<file path="src/rtl/pipo_rr_arbiter_if.sv">
// Requester/downstream bundle for pipo_rr_arbiter: request words in, one held word out.
interface pipo_rr_arbiter_if #(
  parameter int unsigned WIDTH = 4,
  parameter int unsigned N_REQ = 4
) ();
  logic [N_REQ-1:0]       req;
  logic [N_REQ*WIDTH-1:0] req_data;
  logic [N_REQ-1:0]       gnt;
  logic [WIDTH-1:0]       out_data;
  logic                   out_valid;
  logic                   out_ready;
  logic                   busy;

  modport master (
    output req, req_data, out_ready,
    input  gnt, out_data, out_valid, busy
  );

  modport slave (
    input  req, req_data, out_ready,
    output gnt, out_data, out_valid, busy
  );
endinterface

</file>
<file path="src/rtl/pipo_rr_arbiter.sv">
// Round-robin arbiter loading one shared PIPO holding register with valid/ready output.
// Optional per-requester grant counters under macro PIPO_ARB_STATS_EN.
module pipo_rr_arbiter #(
  parameter int unsigned WIDTH = 4,
  parameter int unsigned N_REQ = 4
) (
  input  logic                       clk,
  input  logic                       rst,
`ifdef PIPO_ARB_STATS_EN
  input  logic [$clog2(N_REQ)-1:0]   stat_sel,
  output logic [7:0]                 stat_count,
`endif
  pipo_rr_arbiter_if.slave           bus
);

  localparam int unsigned PTR_W = $clog2(N_REQ);

  typedef enum logic {
    EMPTY = 1'b0,
    FULL  = 1'b1
  } state_t;

  state_t             state;
  state_t             state_nxt;
  logic [PTR_W-1:0]   ptr;
  logic [PTR_W-1:0]   win;
  logic               found;
  logic               accept;
  logic               grant;
  logic [N_REQ-1:0]   gnt_c;
  logic [WIDTH-1:0]   out_data_q;
  logic [WIDTH-1:0]   win_data;

  // Winner: first active request scanning upward from the slot after the last grant.
  always_comb begin
    win   = ptr;
    found = 1'b0;
    for (int unsigned k = 1; k <= N_REQ; k++) begin
      int unsigned idx;
      idx = (32'(ptr) + k) % N_REQ;
      if (!found && bus.req[idx]) begin
        found = 1'b1;
        win   = PTR_W'(idx);
      end
    end
  end

  assign win_data = bus.req_data[32'(win)*WIDTH +: WIDTH];

  always_ff @(posedge clk or negedge rst) begin
    if (!rst) begin
      state      <= EMPTY;
      out_data_q <= '0;
      ptr        <= PTR_W'(N_REQ - 1);
    end else begin
      state <= state_nxt;
      if (grant) begin
        out_data_q <= win_data;
        ptr        <= win;
      end
    end
  end

  // A full register accepts a new word in the same cycle it drains; reset masks the grant.
  always_comb begin
    state_nxt = state;
    gnt_c     = '0;
    accept    = (state == EMPTY) || bus.out_ready;
    grant     = accept && found && rst;
    if (grant) begin
      gnt_c[win] = 1'b1;
    end
    case (state)
      EMPTY: if (grant) state_nxt = FULL;
      FULL:  if (bus.out_ready && !grant) state_nxt = EMPTY;
      default: state_nxt = EMPTY;
    endcase
  end

  assign bus.gnt       = gnt_c;
  assign bus.out_data  = out_data_q;
  assign bus.out_valid = (state == FULL);
  assign bus.busy      = (state == FULL) || (|bus.req);

`ifdef PIPO_ARB_STATS_EN
  logic [7:0] cnt [N_REQ];

  // Saturating grant counters, one per requester.
  always_ff @(posedge clk or negedge rst) begin
    if (!rst) begin
      for (int unsigned i = 0; i < N_REQ; i++) begin
        cnt[i] <= '0;
      end
    end else begin
      for (int unsigned i = 0; i < N_REQ; i++) begin
        if (gnt_c[i] && (cnt[i] != 8'hFF)) begin
          cnt[i] <= cnt[i] + 8'd1;
        end
      end
    end
  end

  always_comb begin
    stat_count = '0;
    if (32'(stat_sel) < N_REQ) begin
      stat_count = cnt[stat_sel];
    end
  end
`endif

endmodule
</file>
<file path="src/flat_wrapper.sv">
// flat-port wrapper written by rule: the top's interface ports become plain ports
module pipo_rr_arbiter_flat 
#(
  parameter int unsigned WIDTH = 4,
  parameter int unsigned N_REQ = 4
)
  (clk, rst, bus_req, bus_req_data, bus_out_ready, bus_gnt, bus_out_data, bus_out_valid, bus_busy);
  pipo_rr_arbiter_if #(.WIDTH(WIDTH), .N_REQ(N_REQ)) bus_i ();
  input  logic clk;
  input  logic rst;
  input wire logic [$bits(bus_i.req)-1:0] bus_req;
  input wire logic [$bits(bus_i.req_data)-1:0] bus_req_data;
  input wire logic [$bits(bus_i.out_ready)-1:0] bus_out_ready;
  output wire logic [$bits(bus_i.gnt)-1:0] bus_gnt;
  output wire logic [$bits(bus_i.out_data)-1:0] bus_out_data;
  output wire logic [$bits(bus_i.out_valid)-1:0] bus_out_valid;
  output wire logic [$bits(bus_i.busy)-1:0] bus_busy;
  assign bus_i.req = bus_req;
  assign bus_i.req_data = bus_req_data;
  assign bus_i.out_ready = bus_out_ready;
  assign bus_gnt = bus_i.gnt;
  assign bus_out_data = bus_i.out_data;
  assign bus_out_valid = bus_i.out_valid;
  assign bus_busy = bus_i.busy;
  pipo_rr_arbiter #(.WIDTH(WIDTH), .N_REQ(N_REQ)) u_core (.clk(clk), .rst(rst), .bus(bus_i));
endmodule
</file>
<file path="config.mk">
export PLATFORM = sky130hd
export DESIGN_NAME = pipo_rr_arbiter_flat
export DESIGN_NICKNAME = d
export VERILOG_FILES = /design/src/rtl/pipo_rr_arbiter_if.sv /design/src/rtl/pipo_rr_arbiter.sv /design/src/flat_wrapper.sv
export SDC_FILE = /design/constraint.sdc
export NUM_CORES = 1
export LEC_CHECK = 0
export ABC_AREA = 1
export CORE_ASPECT_RATIO = 1.1
export CORE_MARGIN = 2
export CORE_UTILIZATION = 30
export CTS_BUF_LIST = sky130_fd_sc_hd__clkbuf_2 sky130_fd_sc_hd__clkbuf_4 sky130_fd_sc_hd__clkbuf_8
export DETAILED_ROUTE_END_ITERATION = 6
export RECOVER_POWER = 50
export SYNTH_ARGS = -nofsm -noshare
export SYNTH_HDL_FRONTEND = slang
export SYNTH_SLANG_ARGS = --single-unit
export TNS_END_PERCENT = 50
</file>
<file path="constraint.sdc">
create_clock -name clk -period 2.7 [get_ports clk]
set_input_delay 0.675 -clock clk [delete_from_list [all_inputs] [get_ports clk]]
set_output_delay 0.675 -clock clk [all_outputs]
set_load 0.02 [all_outputs]
</file>
**Word-level counts from Yosys, hierarchy flattened**

Index checks and enable logic that the tools add are counted.

- Flip-flop bits (word level): 7
- Input port bits: 23
- Logic and storage cells: 51
- Output and inout bits: 10

- $lt $le $gt $ge: 6
- Shift operators: 1
- $add $sub $neg: 4
- Muxes and demuxes: 22
- Bitwise operators: 1
- Reductions and logical operators: 14

Operator list:

| operator | count |
|---|---|
| $shiftx A16 B5 Y4 | 1 |
| $lt A2 B3 Y1 const B | 5 |
| $mux W1 | 11 |
| $bmux W1 S2 | 4 |
| $mux W2 | 4 |
| $logic_and A1 B1 Y1 | 7 |
| $add A2 B1 Y2 const B | 2 |
| $add A2 B2 Y2 const B | 2 |
| $logic_not A1 Y1 | 4 |
| $mux W4 | 1 |
| $reduce_or A4 Y1 | 1 |
| $demux W1 S2 | 1 |
| $ge A2 B1 Y1 const B | 1 |
| $logic_or A1 B1 Y1 | 2 |
| $pmux W1 S2 | 1 |
| $not A1 Y1 | 1 |

**Logic depth before layout (Yosys ltp)**

Gate-level depths: netlist of run 1.

- Depth in word-level cells: 19
- Mapped depth: 14
- Mapped depth without buffers: 13

**Worst setup path after synthesis of run 1**

Ideal clock, no wire load.

- Path type: flip-flop to output port
- Start point: register u_core.ptr[0]
- End point: output bus_gnt[0]
- Required time: 2.025 ns
- Path slack: 0.318 ns
- Data arrival time: 1.707 ns
- Path buffers: 1
- Stages on the path, launching flop included: 14
- Path through: dfstp_2 buf_6 inv_8 nand2_1 nand2_2 nand2_1 nand2_1 inv_2 nand2_2 nand2_4 nand2_4 nor2_2 inv_2 nor2_1

- Longest elaborated chain between the ends: 18
- Elaborated cells on any way between the ends: 34
- Those cells by class: add/sub (4); order compare (2); mux (19); reduce/logical (9)

Ends and longest elaborated chain:

| item | line | source |
|---|---|---|
| start, declared | pipo_rr_arbiter.sv:25 | `logic [PTR_W-1:0] ptr;` |
| start signal, assigned | pipo_rr_arbiter.sv:54 | `ptr <= PTR_W'(N_REQ - 1);` |
| start signal, assigned | pipo_rr_arbiter.sv:59 | `ptr <= win;` |
| $add A2 B1 Y2 | pipo_rr_arbiter.sv:40 | `idx = (32'(ptr) + k) % N_REQ;` |
| $bmux W1 S2 | pipo_rr_arbiter.sv:41 | `if (!found && bus.req[idx]) begin` |
| $mux W1 (not written as such) | pipo_rr_arbiter.sv:41 |  |
| $mux W1 | pipo_rr_arbiter.sv:41 |  |
| $logic_not A1 Y1 | pipo_rr_arbiter.sv:41 |  |
| $logic_and A1 B1 Y1 | pipo_rr_arbiter.sv:41 |  |
| $mux W1 | pipo_rr_arbiter.sv:41 |  |
| $logic_not A1 Y1 | pipo_rr_arbiter.sv:41 |  |
| (+2 left out) | -- |  |
| $logic_not A1 Y1 | pipo_rr_arbiter.sv:41 |  |
| $logic_and A1 B1 Y1 | pipo_rr_arbiter.sv:41 |  |
| $mux W2 | pipo_rr_arbiter.sv:41 |  |
| $lt A2 B3 Y1 (not written as such) or $ge A2 B1 Y1 (tied branches) | pipo_rr_arbiter.sv:71 | `gnt_c[win] = 1'b1;` |
| $logic_and A1 B1 Y1 (not written as such) | pipo_rr_arbiter.sv:71 |  |
| $mux W1 (not written as such) | pipo_rr_arbiter.sv:71 |  |
| $demux W1 S2 | -- |  |
| $mux W4 * | pipo_rr_arbiter.sv:70 | `if (grant) begin` |
| end, declared | flat_wrapper.sv:14 | `output wire logic [$bits(bus_i.gnt)-1:0] bus_gnt;` |

Every way passes the cells marked *; elsewhere a longest branch is shown, timed or not. The select of a mux whose other input is x is not followed.

**Worst setup path in the final report of run 1**

- Start point: register u_core.ptr[0]
- End point: output bus_gnt[1]

The elaborated chain is that of the path after synthesis.

==> reports/qor.yml, run 1 <==
grt_pass1_vias: 866
cts_hold_buffers: 0
syn_inst: 114
gp_congestion: 0.807
synth.top_cell.area_share: 0.318
clk_latency_ns: 0.24
seq_area_frac_synth: 0.255
syn_area_um2: 697
grt_overflow: 0
tightest_slew_ns: 0.354
ys_ff_latch: 7
dp_hpwl_um: 1660
fin_crit_sh: 0.991
diodes: 0
clock_path_buffers: 2
setup_slack_ns: 0.0245
grt.met2_usage: 0.318
finalSetupViolCount: 0
drv_slew: 0
drive_gt1_frac: 0.371
power_leakage_nw: 0.645
synth_area_leaders: "nand2_1, dfrtp_1, nand3_1"
grt_use_total: 0.160
die_width_um: 50.0
finalSetupTns_ns: 0
hold_viol: 0
vias: 912
endpoint_kind: "output pin"
num_io_pins: 33
io_buffers: 32
power.density_nw_per_um2: 1330
drtIter0Drc: 2
synthArstFlopShare: 1.00
clockRootBuffer: "clkbuf_4"
syn_avg_cell_area_um2: 6.11
use_met1: 0.182
rsz0062_at_grt: "yes"
ant_nets: 0
grt_max_degree: 9
cts_inserted_buffers: 3
status: "finished, final reports clean"
num_rows: 18
dieHeight_um: 54.6
vias_per_cell: 4.56
grt_pass1_wl_um: 3410
start_util: 0.313
min_path_type: "flip-flop to flip-flop"
htree_levels: 1
clk_pin_slew_worst_paths_ns: 0.05
finClkSkew_ns: 0.000999
synth.distinct_cells: 21
synth_common_cells: "nand2_1, nand3_1, nand2_2, dfrtp_1"
cts_tree: "yes"
yosysWarnings: 0
synth_nets: 137
synthToLayoutAreaGrowth_pct: 80.1
synth_edf_count: 0
busiest_layer: "met2"
routed_wl_um: 2100
ir_drop_uv: 720
worstPathArrival_ns: 2.00
drc_errors: 0
ys.flop_type: "dfrtp_1"
total_power_mw: 1.67
core_area_um2: 2230
fin_nets: 194
antenna_found_initial: 0
required_ns: 2.03
gr-usage-met3: 0.0301
clock_sinks: 7
dieArea_um2: 2730
pre_cts_ws_ns: -0.609
max_freq_mhz: 374
slew_headroom: 0.764
wl_per_cell_um: 10.5
drt-pass1-iter-count: 4
synth_most_common_cell: "nand2_1"
crit_type: "flip-flop to output pin"
maxCapViolations: 0
synth_area_leader_cell: "nand2_1"
worstPathMaxFanout: 8
post-route-min-period_ns: 2.68
critPathLaunchType: "flip-flop"
[flip-flops by register name (all words and copies together) (netlist names)]
register              cells
u_core.bus.out_data       4
u_core.bus.out_valid      1
u_core.ptr                2
[routing by layer]
layer / vias to the layer above / wire (um)
li1: 474 / -
met1: 410 / 886
met2: 28 / 1130
met3: 0 / 90
met4: 0 / 0
met5: - / 0
[what timing repair did]
item,CTS,global route
pin swaps,3,9
endpoints found under the setup margin,4,4
gates resized for setup,23,15
buffers inserted,1,5
[worst paths after layout]
check | from | endpoint | slack (ns) | depth (start not counted)
worst max-delay path | u_core.ptr[0] | bus_gnt[1] | 0.02 | 11
worst min register to register | u_core.bus.out_data[3] | u_core.bus.out_data[3] | 0.51 | 2
min in group asynchronous | rst | u_core.bus.out_data[2] | 0.89 | 2
max in group asynchronous | rst | u_core.ptr[0] | 1.51 | 2
worst min-delay path | u_core.bus.out_data[3] | u_core.bus.out_data[3] | 0.51 | 2
worst max register to register | u_core.ptr[0] | u_core.bus.out_data[0] | 0.68 | 12
[stage by stage]
step	cells	instance area, um^2	hold slack [ns]	util
after floorplan	114	697	0.379	-
after global placement	190	1160	0.488	0.520
after detailed placement	190	1160	0.490	0.520
final	200	1250	0.507	0.563
after global routing	200	1250	0.535	0.563
after CTS	195	1180	0.517	0.530
[logic make-up (layout without fill, tap and decap cells)]
family | Yosys count | in the layout | share of synthesized area
compound gates | 4 | 4 | 0.0377
buf+inv | 10 | 66 | 0.0754
flops | 7 | 7 | 0.255
simple gates | 93 | 93 | 0.632
[where the power goes]
group / leakage (nW) / switching (mW) / internal (mW) / total [mW]
sequential: 0.0827 / 0.0509 / 0.163 / 0.214
combinational: 0.543 / 0.738 / 0.614 / 1.35
clock: 0.0184 / 0.0366 / 0.0663 / 0.103
[placed cells by master, fill, tap and decap left out, types with 2 or more instances in the layout]
cell,netlist,layout
buf_4,0,24
clkbuf_4,0,4
clkdlybuf4s50_1,0,23
dfrtp_1,5,5
dfstp_2,2,2
dlygate4sd2_1,0,4
inv_1,3,2
inv_2,4,5
nand2_1,59,49
nand2_2,6,15
nand2_4,3,4
nand3_1,15,14
nor2_1,4,4
nor2_2,2,2
[critical path, stage by stage, from the launching register on]
cell and delay (ns):
dfstp_2 0.65, inv_8 0.06, nand2_1 0.08, nand2_2 0.07, nand2_2 0.08, nand2_2 0.05, inv_2 0.07, nand4_1 0.18
nand2_4 0.15, inv_2 0.05, nor3_2 0.14, buf_4 0.16
[layout make-up]
class	instances	area, um^2
clock buffers	4	30.0
repair buffers	54	470
well taps	30	37.5
fillers	219	975
multi-input cells	97	502
inverters	8	37.5
flip-flops and latches	7	178
Note: power is estimated with default switching activity, not from simulation.
==> inputs of run 2 (changes only) <==
Settings changed: CORE_UTILIZATION 30 to 42, PLACE_DENSITY from default to 0.82.
==> run 2 against run 1 <==
The flow now finishes with violations (negative setup slack); cell count decreased by 6.0%; power is 2.4% higher; flip-flop and latch count did not move; critical path depth increased by 3; largest power group unchanged; critical endpoint is now bus_gnt[3]; largest cell class unchanged.
==> reports/qor.yml, run 2 (synthesis gave the netlist of run 1 again) <==
drc_errors: 0  # unchanged
grt_use_total: 0.210  # +0.0497
finClkSkew_ns: 0.000362  # -0.000637 ns
diodes: 0  # unchanged
core_area_um2: 1560  # -30%
multi_input_area_um2: 512  # +2.0%
fin_crit_sh: 1.00  # +0.00917
min-delay-start: "u_core.bus.out_data[0]"
clk_pin_slew_worst_paths_ns: 0.05  # about the same
drtIter0Drc: 17  # +15
min_path_type: "flip-flop to flip-flop"
grt_overflow: 0  # unchanged
ff_latch_area_um2: 178  # unchanged
rsz0062_at_grt: "yes"
stdcell_area_um2: 1260  # about the same
status: "finished, violations left"
most-common-layout-cells: "nand2_1, buf_4, clkdlybuf4s50_1"
cts_hold_buffers: 0  # unchanged
dieHeight_um: 46.7  # -14%
clk_latency_ns: 0.25  # about the same
grt_pass1_vias: 813  # -6.1%
max_freq_mhz: 370  # -0.92%
total_power_mw: 1.71  # +2.4%
fill_cells: 113  # -48%
grt_max_degree: 9  # unchanged
slew_headroom: 0.756  # -0.00782
required_ns: 2.03  # about the same
drv_slew: 0  # unchanged
htree_levels: 1  # unchanged
ir_drop_uv: 856  # +19%
setup_slack_ns: -0.000267  # -0.0248 ns
antenna_found_initial: 0  # unchanged
gp_congestion: 0.886  # +9.8%
vias_per_cell: 5.03  # +10%
dieArea_um2: 2000  # -27%
power.density_nw_per_um2: 1360  # +2.3%
critPathLaunchType: "input pin"
finalSetupViolCount: 1  # +1
start_util: 0.447  # +0.135
endpoint_kind: "output pin"
tightest_slew_ns: 0.366  # +0.0117 ns
place_area_um2: 1140  # -1.4%
num_rows: 15  # -3
dp_hpwl_um: 1590  # -4.2%
final_common_cell: "nand2_1"
drive_gt1_frac: 0.392  # +0.0212
power_leakage_nw: 0.649  # +0.66%
maxCapViolations: 0  # unchanged
io_buffers: 32  # unchanged
cts_inserted_buffers: 3  # unchanged
synthToLayoutAreaGrowth_pct: 80.3  # about the same
drt-pass1-iter-count: 5  # +1
wl_per_cell_um: 11.7  # +11%
clockRootBuffer: "clkbuf_4"
ant_nets: 0  # unchanged
grt_pass1_wl_um: 3080  # -9.5%
critPathLaunch: "bus_req[2]"
violations: "negative setup slack"
num_io_pins: 33  # unchanged
fin_hold_ws_ns: 0.500  # -0.00686 ns
worstPathArrival_ns: 2.03  # +0.03 ns
cts_tree: "yes"
fin_nets: 195  # +0.52%
clock_path_buffers: 2  # unchanged
r2r-start: "u_core.ptr[0]"
routed_wl_um: 2200  # +4.4%
worstPathMaxFanout: 3  # -5
hold_viol: 0  # unchanged
final_core_util: 0.806  # +0.244
clock_sinks: 7  # unchanged
vias: 945  # +3.6%
die_width_um: 42.8  # -14%
crit_type: "input pin to output pin"
post-route-min-period_ns: 2.70  # +0.0248 ns
largest_reg_flops: 4  # unchanged
## run 2: cell count changes in the layout (fill, tap and decap cells not counted)
cell	change
nor2_2	-1
nand3_1	+1
nand2_1	-4
nand3_2	-1
nand2_2	+4
nor2_4	+1
buf_4	+1
## run 2: per-layer routing
| metal | part of all wire | GRT usage |
|---|---|---|
| met2 | 0.49 | 0.370 |
| met3 | 0.071 | 0.0510 |
| met5 | 0 | 0 |
| met1 | 0.40 | 0.240 |
| met4 | 0.039 | 0.106 |
## run 2: power by group
part	switching, mW	internal [mW]	total [mW]
registers	0.0510	0.163	0.214
logic	0.774	0.617	1.39
clock network	0.0374	0.0663	0.104
total	0.862	0.846	1.71
## run 2: final timing paths
check                                         end  slack (ns)  depth (start not counted)
setup / recovery                       bus_gnt[3]     -0.0003                         14
hold / removal             u_core.bus.out_data[0]        0.50                          2
setup reg to reg           u_core.bus.out_data[3]        0.65                         12
hold reg to reg            u_core.bus.out_data[0]        0.50                          2
max in group asynchronous           u_core.ptr[0]        1.51                          2
min in group asynchronous    u_core.bus.out_valid        0.88                          2
## run 2: final cells by class
type	count	share of cell area
Tap cell	17	0.0169
Inverter	8	0.0299
Timing Repair Buffer	55	0.380
Multi-Input combinational cell	97	0.407
Clock buffer	4	0.0239
Sequential cell	7	0.141
## run 2: through the flow
stage	cells	TNS (ns)	setup slack (ns)
detailed placement	177	-2.32	-0.609
global route	188	-0.482	-0.156
finish	188	-0.000267	-0.000267
floorplan	114	0	0.318
CTS	181	0	0.0735
global placement	177	-2.25	-0.583
## run 2: repair_timing
item,CTS,global route
pin swaps,1,11
gates resized for setup,22,20
setup endpoints to repair,4,4
setup buffers,0,7
## run 2: critical path: stages
cell and delay [ns]:
dlygate4sd2_1 0.27, nand2_2 0.09, nand2_2 0.11, nand2_2 0.06
nand2_2 0.09, nand2_4 0.07, nand2_1 0.06, nand2_1 0.06
nand2_2 0.10, nand2_4 0.07, nor2_4 0.12, inv_2 0.04
nor2_2 0.08, buf_6 0.12
==> inputs of run 3 (changes only) <==
Settings changed: CAP_MARGIN from default to 30, CORE_MARGIN 2 to 3.
==> run 3 against run 2 <==
The run still ends with negative setup slack left; critical path depth down 3; setup slack worse by 0.034 ns; utilization rose by 4.1 points; sequential share of layout area rose by 0.27 points; fmax shrank 1.3%; critical endpoint is now bus_gnt[1]; die area grew 9.1%; combinational power about the same; flip-flop and latch count stayed put.
==> reports/qor.yml, run 3 (synthesis gave the netlist of run 1 again) <==
largest_reg_flops: 4  # unchanged
pwr-share-seq: 0.131  # +0.006
hold_viol: 0  # unchanged
grt_max_degree: 9  # unchanged
clkPwrFrac: 0.061  # about the same
finClkSkew_ns: 0.000695  # +0.000333 ns
holdPathStages: 2  # unchanged
switching_share: 0.520  # +0.0154
wl_per_cell_um: 12.6  # +8.0%
r2r_cells: 12  # unchanged
grt_pass1_wl_um: 3620  # +17%
start_util: 0.479  # +0.0320
grt_overflow: 0  # unchanged
finalSetupTns_ns: -0.0620  # -0.0618 ns
maxCapViolations: 0  # unchanged
vias: 935  # -1.1%
drt-pass1-iter-count: 4  # -1
htree_levels: 1  # unchanged
clock_path_buffers: 2  # unchanged
clk_pin_slew_worst_paths_ns: 0.05  # about the same
ir_drop_uv: 883  # +3.2%
fin_nets: 191  # -2.1%
num_rows: 14  # -1
violations: "negative setup slack"
io_buffers: 32  # unchanged
critPathLaunchType: "flip-flop"
tightest_slew_ns: 0.366  # +0.000589 ns
drive_gt1_frac: 0.389  # -0.00259
power.density_nw_per_um2: 1370  # +0.57%
synthToLayoutAreaGrowth_pct: 76.8
gp_congestion: 0.880  # -0.69%
vias_per_cell: 5.11  # +1.6%
ant_nets: 0  # unchanged
crit_slowest_cell: "dfstp_2"
min_to: "u_core.bus.out_data[2]"
min-delay-start: "u_core.bus.out_data[2]"
grt_use_total: 0.214  # +0.00455
num_io_pins: 33  # unchanged
fill_cells: 97  # -14%
post-route-min-period_ns: 2.73  # +0.0342 ns
final_common_cell: "nand2_1"
die_width_um: 44.8  # +4.7%
clock_sinks: 7  # unchanged
place_area_um2: 1130  # -0.77%
min_path_type: "flip-flop to flip-flop"
final_cells: 183  # -2.7%
drc_errors: 0  # unchanged
finalSetupViolCount: 2  # +1
cpMostUsedCell: "nand2_2"
diodes: 0  # unchanged
pwr-share-comb: 0.808  # -0.006
cts_tree: "yes"
p_switching_uw: 877  # +1.7%
grt_pass1_vias: 881  # +8.4%
r2r-start: "u_core.ptr[0]"
max_freq_mhz: 366  # -1.3%
status: "finished, violations left"
cts_hold_buffers: 0  # unchanged
dp_hpwl_um: 1730  # +8.8%
clockRootBuffer: "clkbuf_4"
multi_input_area_um2: 517  # +0.98%
worstPathArrival_ns: 2.06  # +0.03 ns
power_leakage_nw: 0.628  # -3.2%
most-common-layout-cells: "nand2_1, clkdlybuf4s50_1, buf_4"
worstPathCellList: "inv_8 -> nand2_2 -> nand2_2 -> nand2_2 -> nand2_2 -> inv_2 -> nand4_1 -> nand2_4 -> inv_4 -> nor3_2 -> buf_4"
total_power_mw: 1.69  # -1.3%
max_stage_delay_ns: 0.68  # +0.41 ns
crit_type: "flip-flop to output pin"
ff_latch_area_um2: 178  # unchanged
pre_cts_ws_ns: -0.666  # -0.0574 ns
clk_latency_ns: 0.25  # about the same
routed_wl_um: 2310  # +5.1%
dieHeight_um: 48.7  # +4.3%
setup_slack_ns: -0.0345  # -0.0342 ns
antenna_found_initial: 0  # unchanged
rrSetupSlack_ns: 0.68  # +0.03 ns
rsz0062_at_grt: "yes"
slew_headroom: 0.756  # about the same
stdcell_area_um2: 1230  # -1.9%
worstPathMaxFanout: 8  # +5
dieArea_um2: 2180  # +9.1%
core_area_um2: 1450  # -6.7%
endpoint_kind: "output pin"
r2r_end: "u_core.bus.out_data[0]"
drtIter0Drc: 23  # +6
dp.cells: 175  # -1.1%
drv_slew: 0  # unchanged
required_ns: 2.03  # about the same
internal-power_uw: 809  # -4.4%
fin_crit_sh: 1.01  # +0.0127
cts_inserted_buffers: 3  # unchanged
-- run 3: cell types whose count changed in the layout (fill, tap and decap cells not counted), sizes merged --
cell	change
buf	-4
-- run 3: critical path: cells and delay by family, from the launching register on --
family,cells,cell delay [ns]
buffers and inverters,4,0.36
flip-flops,1,0.68
AND/OR/NAND/NOR,7,0.75
-- run 3: area by class of cell --
| cell class | instances | area share |
|---|---|---|
| multi-input combinational | 97 | 0.419 |
| tap | 16 | 0.0162 |
| clock buffer | 4 | 0.0244 |
| sequential | 7 | 0.144 |
| inverter | 8 | 0.0325 |
| timing repair buffer | 51 | 0.363 |
-- run 3: metrics by stage --
step / util / hold slack [ns]
floorplan: - / 0.379
global placement: 0.781 / 0.482
detailed placement: 0.781 / 0.495
CTS: 0.790 / 0.507
global route: 0.848 / 0.560
finish: 0.848 / 0.505
-- run 3: metal layers --
metal,vias to the layer above,share of wire,global-route usage
met5,-,0,0
met4,0,0,0.0390
met3,0,0.073,0.0667
met2,40,0.52,0.385
met1,430,0.41,0.241
li1,465,-,-
-- run 3: worst max path at each step --
| stage | endpoint | slack, ns | from |
|---|---|---|---|
| 4_1_cts | bus_gnt[3] | 0.01 | bus_req[2] |
| 3_3_place_gp | bus_gnt[3] | -0.61 | bus_req[2] |
| 5_1_grt | bus_gnt[3] | -0.17 | u_core.ptr[0] |
| 2_1_floorplan | bus_gnt[0] | 0.32 | u_core.ptr[0] |
| 3_5_place_dp | bus_gnt[3] | -0.67 | bus_req[2] |
| 6_report | bus_gnt[1] | -0.03 | u_core.ptr[0] |
-- run 3: power groups by stage --
stage	clock network, mW	logic, mW	registers (mW)
final	0.103	1.36	0.221
after detailed placement	0	1.19	0.214
after global routing	0.115	1.48	0.230
after CTS	0.103	1.19	0.213
after global placement	0	1.16	0.212
after floorplan	0	0.748	0.223
-- run 3: what timing repair did --
action | 4_1_cts | 5_1_grt
resized for setup | 23 | 22
buffers inserted | 0 | 4
cloned | 0 | 0
pin swaps | 2 | 8
endpoints found under the setup margin | 4 | 4
